$ cat src/rtl/memory_arbiter_if.sv
// Datapath-to-RAM bus seen by the memory arbiter: requests and hits on the cache side,
// enables/address/data on the RAM side. slave = arbiter view, master = datapath/RAM view.
interface memory_arbiter_if;
  logic        iREN;
  logic [31:0] iaddr;
  logic        dREN;
  logic        dWEN;
  logic [31:0] daddr;
  logic [31:0] dstore;
  logic        ihit;
  logic [31:0] iload;
  logic        dhit;
  logic [31:0] dload;
  logic        ramREN;
  logic        ramWEN;
  logic [31:0] ramaddr;
  logic [31:0] ramstore;
  logic [31:0] ramload;
  logic        ramready;
  logic        err;

  modport slave (
    input  iREN, iaddr, dREN, dWEN, daddr, dstore, ramload, ramready,
    output ihit, iload, dhit, dload, ramREN, ramWEN, ramaddr, ramstore, err
  );

  modport master (
    output iREN, iaddr, dREN, dWEN, daddr, dstore, ramload, ramready,
    input  ihit, iload, dhit, dload, ramREN, ramWEN, ramaddr, ramstore, err
  );
endinterface

$ cat src/rtl/memory_arbiter.sv
// Shares one RAM port between instruction fetch and data load/store. Data has fixed
// priority; the granted address/store/op are latched so the RAM sees stable signals.
module memory_arbiter #(
  parameter int unsigned TIMEOUT       = 15,
  parameter bit          PC_WORD_ALIGN = 1'b1
) (
  input  logic              CLK,
  input  logic              nRST,
  memory_arbiter_if.slave   bus,
  output logic [1:0]        dbg_state_o
);

  typedef enum logic [1:0] {
    IDLE  = 2'd0,
    DACC  = 2'd1,
    IACC  = 2'd2,
    ERROR = 2'd3
  } state_t;

  localparam logic [7:0]  TIMEOUT_C  = 8'(TIMEOUT);
  localparam logic [31:0] ADDR_MASK  = PC_WORD_ALIGN ? 32'hFFFF_FFFC : 32'hFFFF_FFFF;

  state_t      state_q;
  logic [31:0] addr_q;
  logic [31:0] store_q;
  logic        write_q;
  logic [7:0]  cnt_q;
  logic        err_q;

  logic        d_req;
  assign d_req = bus.dREN | bus.dWEN;

  always_ff @(posedge CLK or negedge nRST) begin
    if (!nRST) begin
      state_q <= IDLE;
      addr_q  <= '0;
      store_q <= '0;
      write_q <= 1'b0;
      cnt_q   <= '0;
      err_q   <= 1'b0;
    end else begin
      case (state_q)
        IDLE: begin
          cnt_q <= '0;
          if (d_req) begin
            state_q <= DACC;
            addr_q  <= bus.daddr & ADDR_MASK;
            store_q <= bus.dstore;
            write_q <= bus.dWEN;
          end else if (bus.iREN) begin
            state_q <= IACC;
            addr_q  <= bus.iaddr & ADDR_MASK;
            store_q <= bus.dstore;
            write_q <= 1'b0;
          end
        end
        DACC, IACC: begin
          // The RAM access always runs to ramready even if the requester withdrew.
          if (bus.ramready) begin
            state_q <= IDLE;
          end else if (cnt_q == TIMEOUT_C) begin
            state_q <= ERROR;
            err_q   <= 1'b1;
          end else begin
            cnt_q <= cnt_q + 8'd1;
          end
        end
        ERROR: begin
          err_q <= 1'b1;
        end
        default: begin
          state_q <= IDLE;
        end
      endcase
    end
  end

  logic        ihit_c;
  logic        dhit_c;
  logic        ram_ren_c;
  logic        ram_wen_c;
  logic [31:0] ram_addr_c;
  logic [31:0] ram_store_c;
  logic [31:0] iload_c;
  logic [31:0] dload_c;

  // Hits complete combinationally in the ramready cycle; a dropped request masks its hit.
  always_comb begin
    ihit_c      = 1'b0;
    dhit_c      = 1'b0;
    ram_ren_c   = 1'b0;
    ram_wen_c   = 1'b0;
    ram_addr_c  = '0;
    ram_store_c = '0;
    iload_c     = '0;
    dload_c     = '0;
    case (state_q)
      DACC: begin
        ram_ren_c   = !write_q;
        ram_wen_c   = write_q;
        ram_addr_c  = addr_q;
        ram_store_c = store_q;
        dhit_c      = bus.ramready & d_req;
        if (dhit_c && !write_q) dload_c = bus.ramload;
      end
      IACC: begin
        ram_ren_c  = 1'b1;
        ram_addr_c = addr_q;
        ihit_c     = bus.ramready & bus.iREN;
        if (ihit_c) iload_c = bus.ramload;
      end
      default: begin
      end
    endcase
  end

  assign bus.ihit     = ihit_c;
  assign bus.dhit     = dhit_c;
  assign bus.iload    = iload_c;
  assign bus.dload    = dload_c;
  assign bus.ramREN   = ram_ren_c;
  assign bus.ramWEN   = ram_wen_c;
  assign bus.ramaddr  = ram_addr_c;
  assign bus.ramstore = ram_store_c;
  assign bus.err      = err_q;
  assign dbg_state_o  = state_q;

endmodule

$ cat src/flat_wrapper.sv
// flat-port wrapper written by rule: the top's interface ports become plain ports
module memory_arbiter_flat 
#(
  parameter int unsigned TIMEOUT       = 15,
  parameter bit          PC_WORD_ALIGN = 1'b1
)
  (CLK, nRST, dbg_state_o, bus_iREN, bus_iaddr, bus_dREN, bus_dWEN, bus_daddr, bus_dstore, bus_ramload, bus_ramready, bus_ihit, bus_iload, bus_dhit, bus_dload, bus_ramREN, bus_ramWEN, bus_ramaddr, bus_ramstore, bus_err);
  memory_arbiter_if bus_i ();
  input  logic CLK;
  input  logic nRST;
  output logic [1:0] dbg_state_o;
  input wire logic [$bits(bus_i.iREN)-1:0] bus_iREN;
  input wire logic [$bits(bus_i.iaddr)-1:0] bus_iaddr;
  input wire logic [$bits(bus_i.dREN)-1:0] bus_dREN;
  input wire logic [$bits(bus_i.dWEN)-1:0] bus_dWEN;
  input wire logic [$bits(bus_i.daddr)-1:0] bus_daddr;
  input wire logic [$bits(bus_i.dstore)-1:0] bus_dstore;
  input wire logic [$bits(bus_i.ramload)-1:0] bus_ramload;
  input wire logic [$bits(bus_i.ramready)-1:0] bus_ramready;
  output wire logic [$bits(bus_i.ihit)-1:0] bus_ihit;
  output wire logic [$bits(bus_i.iload)-1:0] bus_iload;
  output wire logic [$bits(bus_i.dhit)-1:0] bus_dhit;
  output wire logic [$bits(bus_i.dload)-1:0] bus_dload;
  output wire logic [$bits(bus_i.ramREN)-1:0] bus_ramREN;
  output wire logic [$bits(bus_i.ramWEN)-1:0] bus_ramWEN;
  output wire logic [$bits(bus_i.ramaddr)-1:0] bus_ramaddr;
  output wire logic [$bits(bus_i.ramstore)-1:0] bus_ramstore;
  output wire logic [$bits(bus_i.err)-1:0] bus_err;
  assign bus_i.iREN = bus_iREN;
  assign bus_i.iaddr = bus_iaddr;
  assign bus_i.dREN = bus_dREN;
  assign bus_i.dWEN = bus_dWEN;
  assign bus_i.daddr = bus_daddr;
  assign bus_i.dstore = bus_dstore;
  assign bus_i.ramload = bus_ramload;
  assign bus_i.ramready = bus_ramready;
  assign bus_ihit = bus_i.ihit;
  assign bus_iload = bus_i.iload;
  assign bus_dhit = bus_i.dhit;
  assign bus_dload = bus_i.dload;
  assign bus_ramREN = bus_i.ramREN;
  assign bus_ramWEN = bus_i.ramWEN;
  assign bus_ramaddr = bus_i.ramaddr;
  assign bus_ramstore = bus_i.ramstore;
  assign bus_err = bus_i.err;
  memory_arbiter #(.TIMEOUT(TIMEOUT), .PC_WORD_ALIGN(PC_WORD_ALIGN)) u_core (.CLK(CLK), .nRST(nRST), .bus(bus_i), .dbg_state_o(dbg_state_o));
endmodule
$ cat config.mk
export PLATFORM = sky130hd
export DESIGN_NAME = memory_arbiter_flat
export DESIGN_NICKNAME = d
export VERILOG_FILES = /design/src/rtl/memory_arbiter_if.sv /design/src/rtl/memory_arbiter.sv /design/src/flat_wrapper.sv
export SDC_FILE = /design/constraint.sdc
export NUM_CORES = 1
export LEC_CHECK = 0
export CORE_UTILIZATION = 40
export CTS_BUF_LIST = sky130_fd_sc_hd__clkbuf_16
export DETAILED_ROUTE_END_ITERATION = 8
export MAX_ROUTING_LAYER = met4
export PLACE_DENSITY_LB_ADDON = 0.08
export SYNTH_ARGS = -nofsm -noshare
export SYNTH_HDL_FRONTEND = slang
export SYNTH_SLANG_ARGS = --single-unit
$ cat constraint.sdc
create_clock -name CLK -period 5.01 [get_ports CLK]
set_input_delay 1.002 -clock CLK [delete_from_list [all_inputs] [get_ports CLK]]
set_output_delay 1.002 -clock CLK [all_outputs]
set_load 0.1 [all_outputs]
==> results of run 1 <==
cell usage after synthesis, drive strengths merged:
| master | instances |
|---|---|
| or3 | 2 |
| nand4b | 2 |
| inv | 5 |
| nor3 | 7 |
| nand4 | 1 |
| dfrtp | 74 |
| a2bb2oi | 1 |
| mux2i | 31 |
| nor2 | 6 |
| and2 | 127 |
| nand4bb | 1 |
| a31oi | 1 |
| nand3 | 7 |
| a22o | 1 |
| clkbuf | 17 |
| buf | 15 |
| o21ai | 34 |
| ha | 5 |
| or4 | 3 |
| nand2 | 40 |
| o211ai | 4 |
| mux2 | 33 |
| a221o | 1 |
| and3b | 1 |
| conb | 1 |
| o311ai | 1 |
| a21oi | 3 |
| nand2b | 2 |
| nor4 | 1 |
| and3 | 2 |
layer usage:
layer / share of wire / track usage / wire length [µm] / vias to the layer above
li1: - / - / - / 1918
met1: 0.41 / 0.265 / 4820 / 1840
met2: 0.51 / 0.377 / 6030 / 156
met3: 0.063 / 0.0493 / 743 / 18
met4: 0.020 / 0.0815 / 238 / 0
met5: 0 / - / 0 / -
worst max-delay path, stage by stage:
cell and delay, ns:
sky130_fd_sc_hd__clkdlybuf4s50_1 0.67, sky130_fd_sc_hd__and3_1 0.80, sky130_fd_sc_hd__and2_1 0.26, sky130_fd_sc_hd__buf_4 0.30
worst max path at each step:
| stage | slack, ns | from | endpoint | cells past startpoint |
|---|---|---|---|---|
| finish | 0.97 | bus_ramready | bus_iload[31] | 4 |
| global route | 0.77 | bus_ramready | bus_iload[31] | 4 |
| CTS | 0.91 | u_core.dbg_state_o[1] | bus_ramstore[18] | 4 |
| detailed placement | 0.97 | bus_ramready | bus_iload[31] | 4 |
| global placement | 1.02 | bus_ramready | bus_iload[31] | 4 |
| floorplan | 0.67 | u_core.dbg_state_o[1] | bus_iload[22] | 4 |
stage by stage:
step / instance area, µm² / setup slack, ns / std cells
after floorplan: 4220 / 0.668 / 430
after global placement: 6630 / 1.02 / 800
after detailed placement: 6630 / 0.966 / 800
after CTS: 6980 / 0.911 / 816
after global routing: 6980 / 0.774 / 816
final: 6980 / 0.972 / 816
state kept, by name (all words and copies together), names as in the netlist:
name                cells
u_core.addr_q          30
u_core.bus.err          1
u_core.cnt_q            8
u_core.dbg_state_o      2
u_core.store_q         32
u_core.write_q          1
logic make-up (layout without fill, tap and decap cells):
family / Yosys count / in the layout
AO/OA/AOI/OAI: 46 / 46
adder cells (fa/ha/maj): 5 / 5
buffers and inverters: 37 / 287
flip-flops: 74 / 74
multiplexers: 64 / 64
other: 1 / 2
AND/OR/NAND/NOR: 202 / 202
area by class of cell:
| class | instances | share of cell area |
|---|---|---|
| timing repair buffer | 266 | 0.343 |
| inverter | 5 | 0.00269 |
| clock buffer | 9 | 0.0322 |
| sequential | 74 | 0.265 |
| multi-input combinational | 319 | 0.315 |
| tap | 136 | 0.0244 |
| clock inverter | 7 | 0.0179 |
==> insert_results.sql, run 1 <==
INSERT INTO impl_metrics (metric_group, metric, value, unit) VALUES
('outcome', 'result_of_the_run', 'finished clean', ''),
('clock_network', 'cts_resized', '0', ''),
('timing', 'setup_violations', '0', ''),
('timing', 'hold_ws', '0.475', 'ns'),
('cells_and_area', 'final_layout_size_suffix_gt1_frac', '0.190', ''),
('timing', 'finalHoldViolCount', '0', ''),
('synthesis', 'netlist_area', '4220', 'µm²'),
('critical_path', 'reg2reg_slack', '2.87', 'ns'),
('grt', 'maximum_number_of_pins_on_one_net_before_global_route_repair', '94', ''),
('min_path', 'worstHoldPathCells', '2', ''),
('die', 'die_area', '11000', 'µm²'),
('clock_network', 'cts_tree', 'done', ''),
('timing', 'worst_case_clock_skew', '0.00370', 'ns'),
('clock_network', 'maximum_count_of_clock_buffers_along_a_single_path', '2', ''),
('clock_network', 'total_clock_buffers_created_by_cts', '9', ''),
('timing', 'tns', '0', 'ns'),
('route', 'first_pass_iters', '4', ''),
('clock_network', 'clock-root-buffer', 'sky130_fd_sc_hd__clkbuf_16', ''),
('timing', 'timing.final.crit_share', '0.806', ''),
('synthesis', 'synth_simple_gate_area_frac', '0.278', ''),
('synthesis', 'post_synth_fa_ha_maj_area_fraction', '0.0148', ''),
('critical_path', 'startpoint_type', 'input port', ''),
('cells_and_area', 'core_occupancy_in_the_finished_layout', '0.680', ''),
('synthesis', 'synth_largest_area_cell', 'sky130_fd_sc_hd__dfrtp_1', ''),
('cells_and_area', 'multi_input_area', '2200', 'µm²'),
('route', 'detailroute.via_count', '3932', ''),
('synthesis', 'synth_seq_cells', '74', ''),
('critical_path', 'crit_arrival', '3.04', 'ns'),
('timing', 'tightestPinTransition', '0.992', 'ns'),
('route', 'detail_route.drc_violations', '0', ''),
('cells_and_area', 'n_antenna_cell', '0', ''),
('synthesis', 'synthesized_area_fraction_occupied_by_xor_and_xnor_cells', '0', ''),
('timing', 'period_minus_slack', '4.04', 'ns'),
('synthesis', 'netlist_top_cells_area', 'sky130_fd_sc_hd__dfrtp_1, sky130_fd_sc_hd__and2_1, sky130_fd_sc_hd__mux2_1, sky130_fd_sc_hd__mux2i_1, sky130_fd_sc_hd__nand2_1', ''),
('die', 'design.portCount', '269', ''),
('synthesis', 'yosysWarnings', '0', ''),
('critical_path', 'critical_path_peak_fanout', '33', ''),
('clock_network', 'cts.htree.levels', '3', ''),
('min_path', 'hold_class', 'register to register', ''),
('grt', 'total_grt_usage', '0.225', ''),
('min_path', 'holdCritStartpoint', 'u_core.addr_q[7]', ''),
('die', 'die-height', '105', 'µm'),
('clock_network', 'clock_sink_count', '74', ''),
('cells_and_area', 'fillers', '819', ''),
('route', 'post_drt_via_cell_ratio', '4.82', ''),
('clock_network', 'insertion_delay', '0.33', 'ns'),
('die', 'die_width', '105', 'µm'),
('clock_network', 'cts_setup_buffers', '0', ''),
('die', 'placeableCoreArea', '10300', 'µm²'),
('timing', 'maxClockFrequency', '0.248', 'GHz'),
('min_path', 'hold_end', 'u_core.addr_q[7]', ''),
('placed_design', 'place_hpwl', '8780', 'µm'),
('cells_and_area', 'final_nets', '814', ''),
('route', 'final_antenna_net_count', '0', ''),
('cells_and_area', 'flow.area_growth_from_synthesis', '65.5', '%'),
('synthesis', 'synth.area.mux_share', '0.162', ''),
('grt', 'grt_pass1_wl', '19100', 'µm'),
('critical_path', 'reg2reg_start', 'u_core.dbg_state_o[0]', ''),
('critical_path', 'worstReg2RegEnd', 'u_core.dbg_state_o[0]', ''),
('synthesis', 'synth_top_family_by_area', 'simple AND/OR/NAND/NOR gates', ''),
('placed_design', 'io_buffer_count', '262', ''),
('clock_network', 'cts.clk_slew.worst_paths', '0.06', 'ns'),
('grt', 'grt_antenna_before_repair', '0', ''),
('critical_path', 'crit_path_end_kind', 'output port', ''),
('timing', 'drv_slew', '0', ''),
('grt', 'vias_in_the_first_global_route', '3878', ''),
('route', 'drt-wirelength-per-cell', '14.5', 'µm'),
('placed_design', 'finalWeightedCongestion', '0.764', ''),
('clock_network', 'holdBufCountCts', '0', ''),
('synthesis', 'postSynthCellCount', '429', ''),
('cells_and_area', 'total_area_of_sequential_cells', '1850', 'µm²');
Power of run 1 is left out: the tool's default activity adds up to more than one toggle a clock period on the data nets, which glitch-free logic cannot reach.
==> run 2: changes to the inputs <==
CORE_UTILIZATION = 34   (was 40)
clock period = 3.5 ns   (was 5.01 ns; I/O delays follow)
==> run 2 against run 1 <==
  * Register-to-register slack got worse by 1.5 ns
  * Routed wire length grew 15%
  * Global-route usage shrank 0.42 points
  * Die area up 17%
  * First-iteration DRC count increased by 19%
==> insert_results.sql, run 2 (same netlist as run 1, synthesis figures left out) <==
INSERT INTO impl_metrics (metric_group, metric, value, unit) VALUES
('cells_and_area', 'final_nets', '818', ''),
('grt', 'grt_pass1_wl', '21000', 'µm'),
('grt', 'vias_in_the_first_global_route', '3846', ''),
('die', 'die_width', '113', 'µm'),
('cells_and_area', 'largest_register_ff_count', '32', ''),
('grt', 'grt_antenna_before_repair', '0', ''),
('critical_path', 'startpoint_type', 'input port', ''),
('clock_network', 'holdBufCountCts', '0', ''),
('critical_path', 'crit_arrival', '2.39', 'ns'),
('cells_and_area', 'top_register', 'u_core.store_q', ''),
('route', 'drt-wirelength-per-cell', '15.9', 'µm'),
('route', 'first_pass_iters', '4', ''),
('critical_path', 'critical_path_peak_fanout', '32', ''),
('grt', 'maximum_number_of_pins_on_one_net_before_global_route_repair', '75', ''),
('timing', 'timing.final.ws_setup', '0.408', 'ns'),
('grt', 'total_grt_usage', '0.221', ''),
('route', 'detailedRoute.firstIterationViolations', '178', ''),
('critical_path', 'reg2reg_start', 'u_core.dbg_state_o[0]', ''),
('critical_path', 'r2r_cells', '6', ''),
('critical_path', 'worst_setup_path_endpoint', 'bus_dload[12]', ''),
('clock_network', 'cts_setup_buffers', '0', ''),
('die', 'num_rows', '40', ''),
('critical_path', 'reg2reg_slack', '1.41', 'ns'),
('cells_and_area', 'largest_registers', 'u_core.store_q: 32 flops, u_core.addr_q: 30 flops, u_core.cnt_q: 8 flops', ''),
('grt', 'use_met3', '0.0595', ''),
('grt', 'grt.overflow.total', '0', ''),
('critical_path', 'cp_slowest_cell', 'sky130_fd_sc_hd__clkdlybuf4s50_1', ''),
('job', 'drv_cap', '0', ''),
('timing', 'rsz0062_at_grt', 'no', ''),
('min_path', 'hold_class', 'register to register', ''),
('clock_network', 'total_clock_buffers_created_by_cts', '9', ''),
('timing', 'setup_violations', '0', ''),
('critical_path', 'worstReg2RegEnd', 'u_core.dbg_state_o[0]', ''),
('cells_and_area', 'final_layout_size_suffix_gt1_frac', '0.249', ''),
('placed_design', 'dp_worst_slack', '0.434', 'ns'),
('critical_path', 'slowest_delay', '0.67', 'ns'),
('timing', 'drv_slew', '0', ''),
('critical_path', 'worst-endpoint-required', '2.80', 'ns'),
('route', 'postRouteWirelength', '13500', 'µm'),
('grt', 'use_met2', '0.381', ''),
('placed_design', 'dp.cells', '836', ''),
('timing', 'finalHoldViolCount', '0', ''),
('cells_and_area', 'n_antenna_cell', '0', ''),
('timing', 'timing.final.crit_share', '0.884', ''),
('outcome', 'result_of_the_run', 'finished clean', ''),
('clock_network', 'insertion_delay', '0.33', 'ns'),
('placed_design', 'place_hpwl', '10600', 'µm'),
('die', 'placeableCoreArea', '12100', 'µm²'),
('critical_path', 'crit_path_end_kind', 'output port', ''),
('grt', 'grt.met1_usage', '0.259', ''),
('die', 'die-height', '113', 'µm'),
('clock_network', 'clock_sink_count', '74', ''),
('clock_network', 'clock-root-buffer', 'sky130_fd_sc_hd__clkbuf_16', ''),
('clock_network', 'cts.htree.levels', '3', ''),
('cells_and_area', 'layout_commonest_cell', 'sky130_fd_sc_hd__clkdlybuf4s50_1', ''),
('critical_path', 'criticalPathCategory', 'input port to output port', ''),
('critical_path', 'path_cells', 'clkdlybuf4s50_1 > nand2_1 > nor3_2 > buf_4 > and2_1 > buf_12', ''),
('clock_network', 'cts.clk_slew.worst_paths', '0.06', 'ns'),
('route', 'final_antenna_net_count', '0', ''),
('placed_design', 'io_buffer_count', '262', ''),
('timing', 'worst_case_clock_skew', '0.0117', 'ns'),
('timing', 'maxClockFrequency', '0.323', 'GHz'),
('clock_network', 'cts_resized', '0', ''),
('route', 'detail_route.drc_violations', '0', ''),
('timing', 'period_minus_slack', '3.09', 'ns'),
('route', 'post_drt_via_cell_ratio', '4.57', ''),
('clock_network', 'cts_tree', 'done', ''),
('timing', 'tns', '0', 'ns'),
('timing', 'tightestPinTransition', '0.977', 'ns'),
('cells_and_area', 'finalNonFillerCells', '852', ''),
('route', 'detailroute.via_count', '3893', ''),
('grt', 'grt.busiest_layer', 'met2', ''),
('critical_path', 'crit_path_start', 'bus_ramready', ''),
('timing', 'max_slew_margin', '0.347', ''),
('clock_network', 'maximum_count_of_clock_buffers_along_a_single_path', '2', ''),
('die', 'die_area', '12900', 'µm²'),
('cells_and_area', 'final_cell_mix', 'sky130_fd_sc_hd__clkdlybuf4s50_1, sky130_fd_sc_hd__and2_1, sky130_fd_sc_hd__buf_12', ''),
('cells_and_area', 'flow.area_growth_from_synthesis', '93.4', '%'),
('die', 'initial_core_util', '0.350', ''),
('placed_design', 'finalWeightedCongestion', '0.781', ''),
('die', 'design.portCount', '269', '');
## run 2: how the worst min path moves through the flow
stage / depth (start not counted) / slack (ns) / end / startpoint
detailed placement: 2 / 0.46 / u_core.addr_q[5] / u_core.addr_q[5]
global placement: 2 / 0.45 / u_core.addr_q[14] / u_core.addr_q[14]
CTS: 2 / 0.48 / u_core.addr_q[16] / u_core.addr_q[16]
floorplan: 0 / 0.40 / u_core.addr_q[10] / nRST
global route: 2 / 0.50 / u_core.addr_q[25] / u_core.addr_q[25]
finish: 2 / 0.47 / u_core.addr_q[16] / u_core.addr_q[16]
## run 2: area by class of cell
type / count / area (µm²)
Clock buffer: 9 / 225
Clock inverter: 7 / 93.8
Fill cell: 951 / 3900
Tap cell: 168 / 210
Sequential cell: 74 / 1850
Inverter: 5 / 18.8
Timing Repair Buffer: 270 / 3550
Multi-Input combinational cell: 319 / 2210
## run 2: critical path, delay by kind of cell
kind	cells	cell delay, ns
simple gates	3	0.51
buf+inv	3	1.16
## run 2: per-stage QoR
step	area, µm²	hold WS [ns]	utilization
3_3_place_gp	7840	0.454	0.650
2_1_floorplan	4240	0.404	-
3_5_place_dp	7840	0.463	0.650
5_1_grt	8160	0.504	0.677
6_report	8160	0.473	0.677
4_1_cts	8160	0.479	0.677
## run 2: routing by layer
layer / wire [µm] / part of all wire
met5: 0 / 0
met4: 122 / 0.0090
met3: 745 / 0.055
met2: 7260 / 0.54
met1: 5420 / 0.40
Power of run 2 is left out for the same reason.
==> run 3: changes to the inputs <==
ABC_AREA = 1   (was not set)
CTS_BUF_LIST = not set   (was sky130_fd_sc_hd__clkbuf_16)
SLEW_MARGIN = 20   (was not set)
==> run 3 against run 2 <==
  * Routed wire length up 7.3%
  * Clock-buffer cell count up 5
  * First-iteration DRC count up 61%
  * Critical path type unchanged
  * Critical endpoint is now bus_dload[1]
  * Highest routed layer unchanged
==> insert_results.sql, run 3 <==
INSERT INTO impl_metrics (metric_group, metric, value, unit) VALUES
('grt', 'grt.overflow.total', '0', ''),
('synthesis', 'ys_top_cells_by_count', 'sky130_fd_sc_hd__nand2_1, sky130_fd_sc_hd__inv_1, sky130_fd_sc_hd__dfrtp_1, sky130_fd_sc_hd__nor2_1, sky130_fd_sc_hd__nor3_1', ''),
('synthesis', 'asyncSetResetFlopFracSynth', '1.00', ''),
('timing', 'timing.final.crit_share', '0.862', ''),
('grt', 'grt_pass1_wl', '23600', 'µm'),
('clock_network', 'cts_resized', '0', ''),
('die', 'placeableCoreArea', '12200', 'µm²'),
('clock_network', 'insertion_delay', '0.33', 'ns'),
('critical_path', 'worst-endpoint-required', '2.80', 'ns'),
('cells_and_area', 'top_register', 'u_core.store_q', ''),
('critical_path', 'criticalPathCategory', 'input port to output port', ''),
('grt', 'vias_in_the_first_global_route', '4822', ''),
('synthesis', 'synth_cell_type_count', '23', ''),
('placed_design', 'dp.cells', '1054', ''),
('synthesis', 'synth_top_cell_area_share', '0.431', ''),
('synthesis', 'ys_seq_area_frac', '0.431', ''),
('placed_design', 'io_buffer_count', '262', ''),
('clock_network', 'cts_tree', 'done', ''),
('synthesis', 'synth_largest_area_cell', 'sky130_fd_sc_hd__dfrtp_1', ''),
('critical_path', 'crit_path_start', 'bus_ramready', ''),
('clock_network', 'holdBufCountCts', '0', ''),
('clock_network', 'cts.htree.levels', '3', ''),
('timing', 'tightestPinTransition', '0.995', 'ns'),
('route', 'detailroute.via_count', '4956', ''),
('synthesis', 'synthesis.area_per_instance', '6.58', 'µm²'),
('grt', 'total_grt_usage', '0.237', ''),
('route', 'final_antenna_net_count', '0', ''),
('synthesis', 'netlist_top_cells_area', 'sky130_fd_sc_hd__dfrtp_1, sky130_fd_sc_hd__nand2_1, sky130_fd_sc_hd__inv_1, sky130_fd_sc_hd__nor2_1, sky130_fd_sc_hd__a31oi_1', ''),
('die', 'die_width', '114', 'µm'),
('cells_and_area', 'layout_commonest_cell', 'sky130_fd_sc_hd__nand2_1', ''),
('clock_network', 'total_clock_buffers_created_by_cts', '9', ''),
('die', 'die_area', '13100', 'µm²'),
('job', 'drv_cap', '0', ''),
('route', 'detailedRoute.firstIterationViolations', '287', ''),
('clock_network', 'clock_sink_count', '74', ''),
('placed_design', 'finalWeightedCongestion', '0.836', ''),
('min_path', 'hold_class', 'register to register', ''),
('timing', 'worst_case_clock_skew', '0.00486', 'ns'),
('synthesis', 'synth_top_flop_cell', 'sky130_fd_sc_hd__dfrtp_1', ''),
('timing', 'hold_ws', '0.466', 'ns'),
('cells_and_area', 'final_layout_size_suffix_gt1_frac', '0.252', ''),
('timing', 'period_minus_slack', '3.02', 'ns'),
('placed_design', 'dp_worst_slack', '0.461', 'ns'),
('timing', 'max_slew_margin', '0.336', ''),
('critical_path', 'startpoint_type', 'input port', ''),
('timing', 'tns', '0', 'ns'),
('die', 'initial_core_util', '0.353', ''),
('timing', 'setup_violations', '0', ''),
('cells_and_area', 'final_nets', '1036', ''),
('timing', 'rsz0062_at_grt', 'no', ''),
('cells_and_area', 'final_cell_mix', 'sky130_fd_sc_hd__nand2_1, sky130_fd_sc_hd__clkdlybuf4s50_1, sky130_fd_sc_hd__inv_1', ''),
('cells_and_area', 'finalNonFillerCells', '1070', ''),
('cells_and_area', 'largest_registers', 'u_core.store_q: 32 flops, u_core.addr_q: 30 flops, u_core.cnt_q: 8 flops', ''),
('critical_path', 'reg2reg_start', 'u_core.dbg_state_o[0]', ''),
('cells_and_area', 'n_antenna_cell', '0', ''),
('grt', 'grt_antenna_before_repair', '0', ''),
('route', 'detail_route.drc_violations', '0', ''),
('synthesis', 'yosysWarnings', '0', ''),
('timing', 'timing.final.ws_setup', '0.483', 'ns'),
('cells_and_area', 'flow.area_growth_from_synthesis', '102', '%'),
('clock_network', 'clock-root-buffer', 'sky130_fd_sc_hd__clkbuf_16', ''),
('synthesis', 'postSynthCellCount', '653', ''),
('synthesis', 'netlist_area', '4300', 'µm²'),
('placed_design', 'place_hpwl', '11300', 'µm'),
('route', 'first_pass_iters', '5', ''),
('timing', 'maxClockFrequency', '0.331', 'GHz'),
('clock_network', 'cts_setup_buffers', '0', ''),
('timing', 'finalHoldViolCount', '0', ''),
('critical_path', 'crit_arrival', '2.32', 'ns'),
('clock_network', 'cts.clk_slew.worst_paths', '0.05', 'ns'),
('min_path', 'holdCritStartpoint', 'u_core.store_q[6]', ''),
('synthesis', 'edff_count_synth', '0', ''),
('synthesis', 'synth_seq_cells', '74', ''),
('die', 'num_rows', '40', ''),
('clock_network', 'maximum_count_of_clock_buffers_along_a_single_path', '2', ''),
('die', 'die-height', '114', 'µm'),
('timing', 'drv_slew', '0', ''),
('synthesis', 'synth_most_common_cell', 'sky130_fd_sc_hd__nand2_1', ''),
('route', 'drt-wirelength-per-cell', '13.6', 'µm'),
('route', 'post_drt_via_cell_ratio', '4.63', ''),
('die', 'design.portCount', '269', ''),
('route', 'postRouteWirelength', '14500', 'µm'),
('outcome', 'result_of_the_run', 'finished clean', ''),
('cells_and_area', 'largest_register_ff_count', '32', ''),
('grt', 'maximum_number_of_pins_on_one_net_before_global_route_repair', '94', ''),
('critical_path', 'critical_path_peak_fanout', '10', ''),
('critical_path', 'crit_path_end_kind', 'output port', '');
run 3: path summary, 6_finish.rpt:
kind | endpoint | slack, ns | cells after the start
max | bus_dload[1] | 0.48 | 7
min | u_core.store_q[6] | 0.47 | 2
max reg2reg | u_core.cnt_q[7] | 1.64 | 8
min reg2reg | u_core.store_q[6] | 0.47 | 2
max in group asynchronous | u_core.dbg_state_o[0] | 2.30 | 1
min in group asynchronous | u_core.addr_q[14] | 0.48 | 1
run 3: logic make-up (layout without fill, tap and decap cells):
logic type               after synthesis  after routing  share of synthesized area
buffers and inverters                152            400                      0.145
adder cells (fa/ha/maj)                5              5                     0.0146
AND/OR/NAND/NOR                      374            374                      0.343
AO/OA/AOI/OAI                         47             47                     0.0664
other                                  1              2                   0.000872
flip-flops                            74             74                      0.431
run 3: per-layer routing:
metal,GRT usage,vias to the layer above,part of all wire
met4,0.0883,0,0.022
li1,-,2433,-
met2,0.431,202,0.53
met1,0.254,2299,0.38
met3,0.0461,22,0.067
met5,-,-,0
run 3: layout make-up:
class | instances | area, µm²
Clock buffer | 14 | 274
Clock inverter | 2 | 35.0
Fill cell | 933 | 3470
Inverter | 113 | 424
Multi-Input combinational cell | 428 | 2220
Sequential cell | 74 | 1860
Tap cell | 168 | 210
Timing Repair Buffer | 271 | 3670
run 3: critical path, stage by stage:
cell and delay (ns):
sky130_fd_sc_hd__clkdlybuf4s50_1 0.53, sky130_fd_sc_hd__inv_1 0.10, sky130_fd_sc_hd__nor2_1 0.11, sky130_fd_sc_hd__inv_1 0.13, sky130_fd_sc_hd__buf_4 0.22, sky130_fd_sc_hd__nor3_1 0.29, sky130_fd_sc_hd__buf_12 0.23
run 3: metrics by stage:
step	utilization	cell area, µm²
floorplan	-	4700
global placement	0.690	8390
detailed placement	0.690	8390
CTS	0.715	8690
global route	0.715	8690
finish	0.715	8690
Power of run 3 is left out for the same reason.
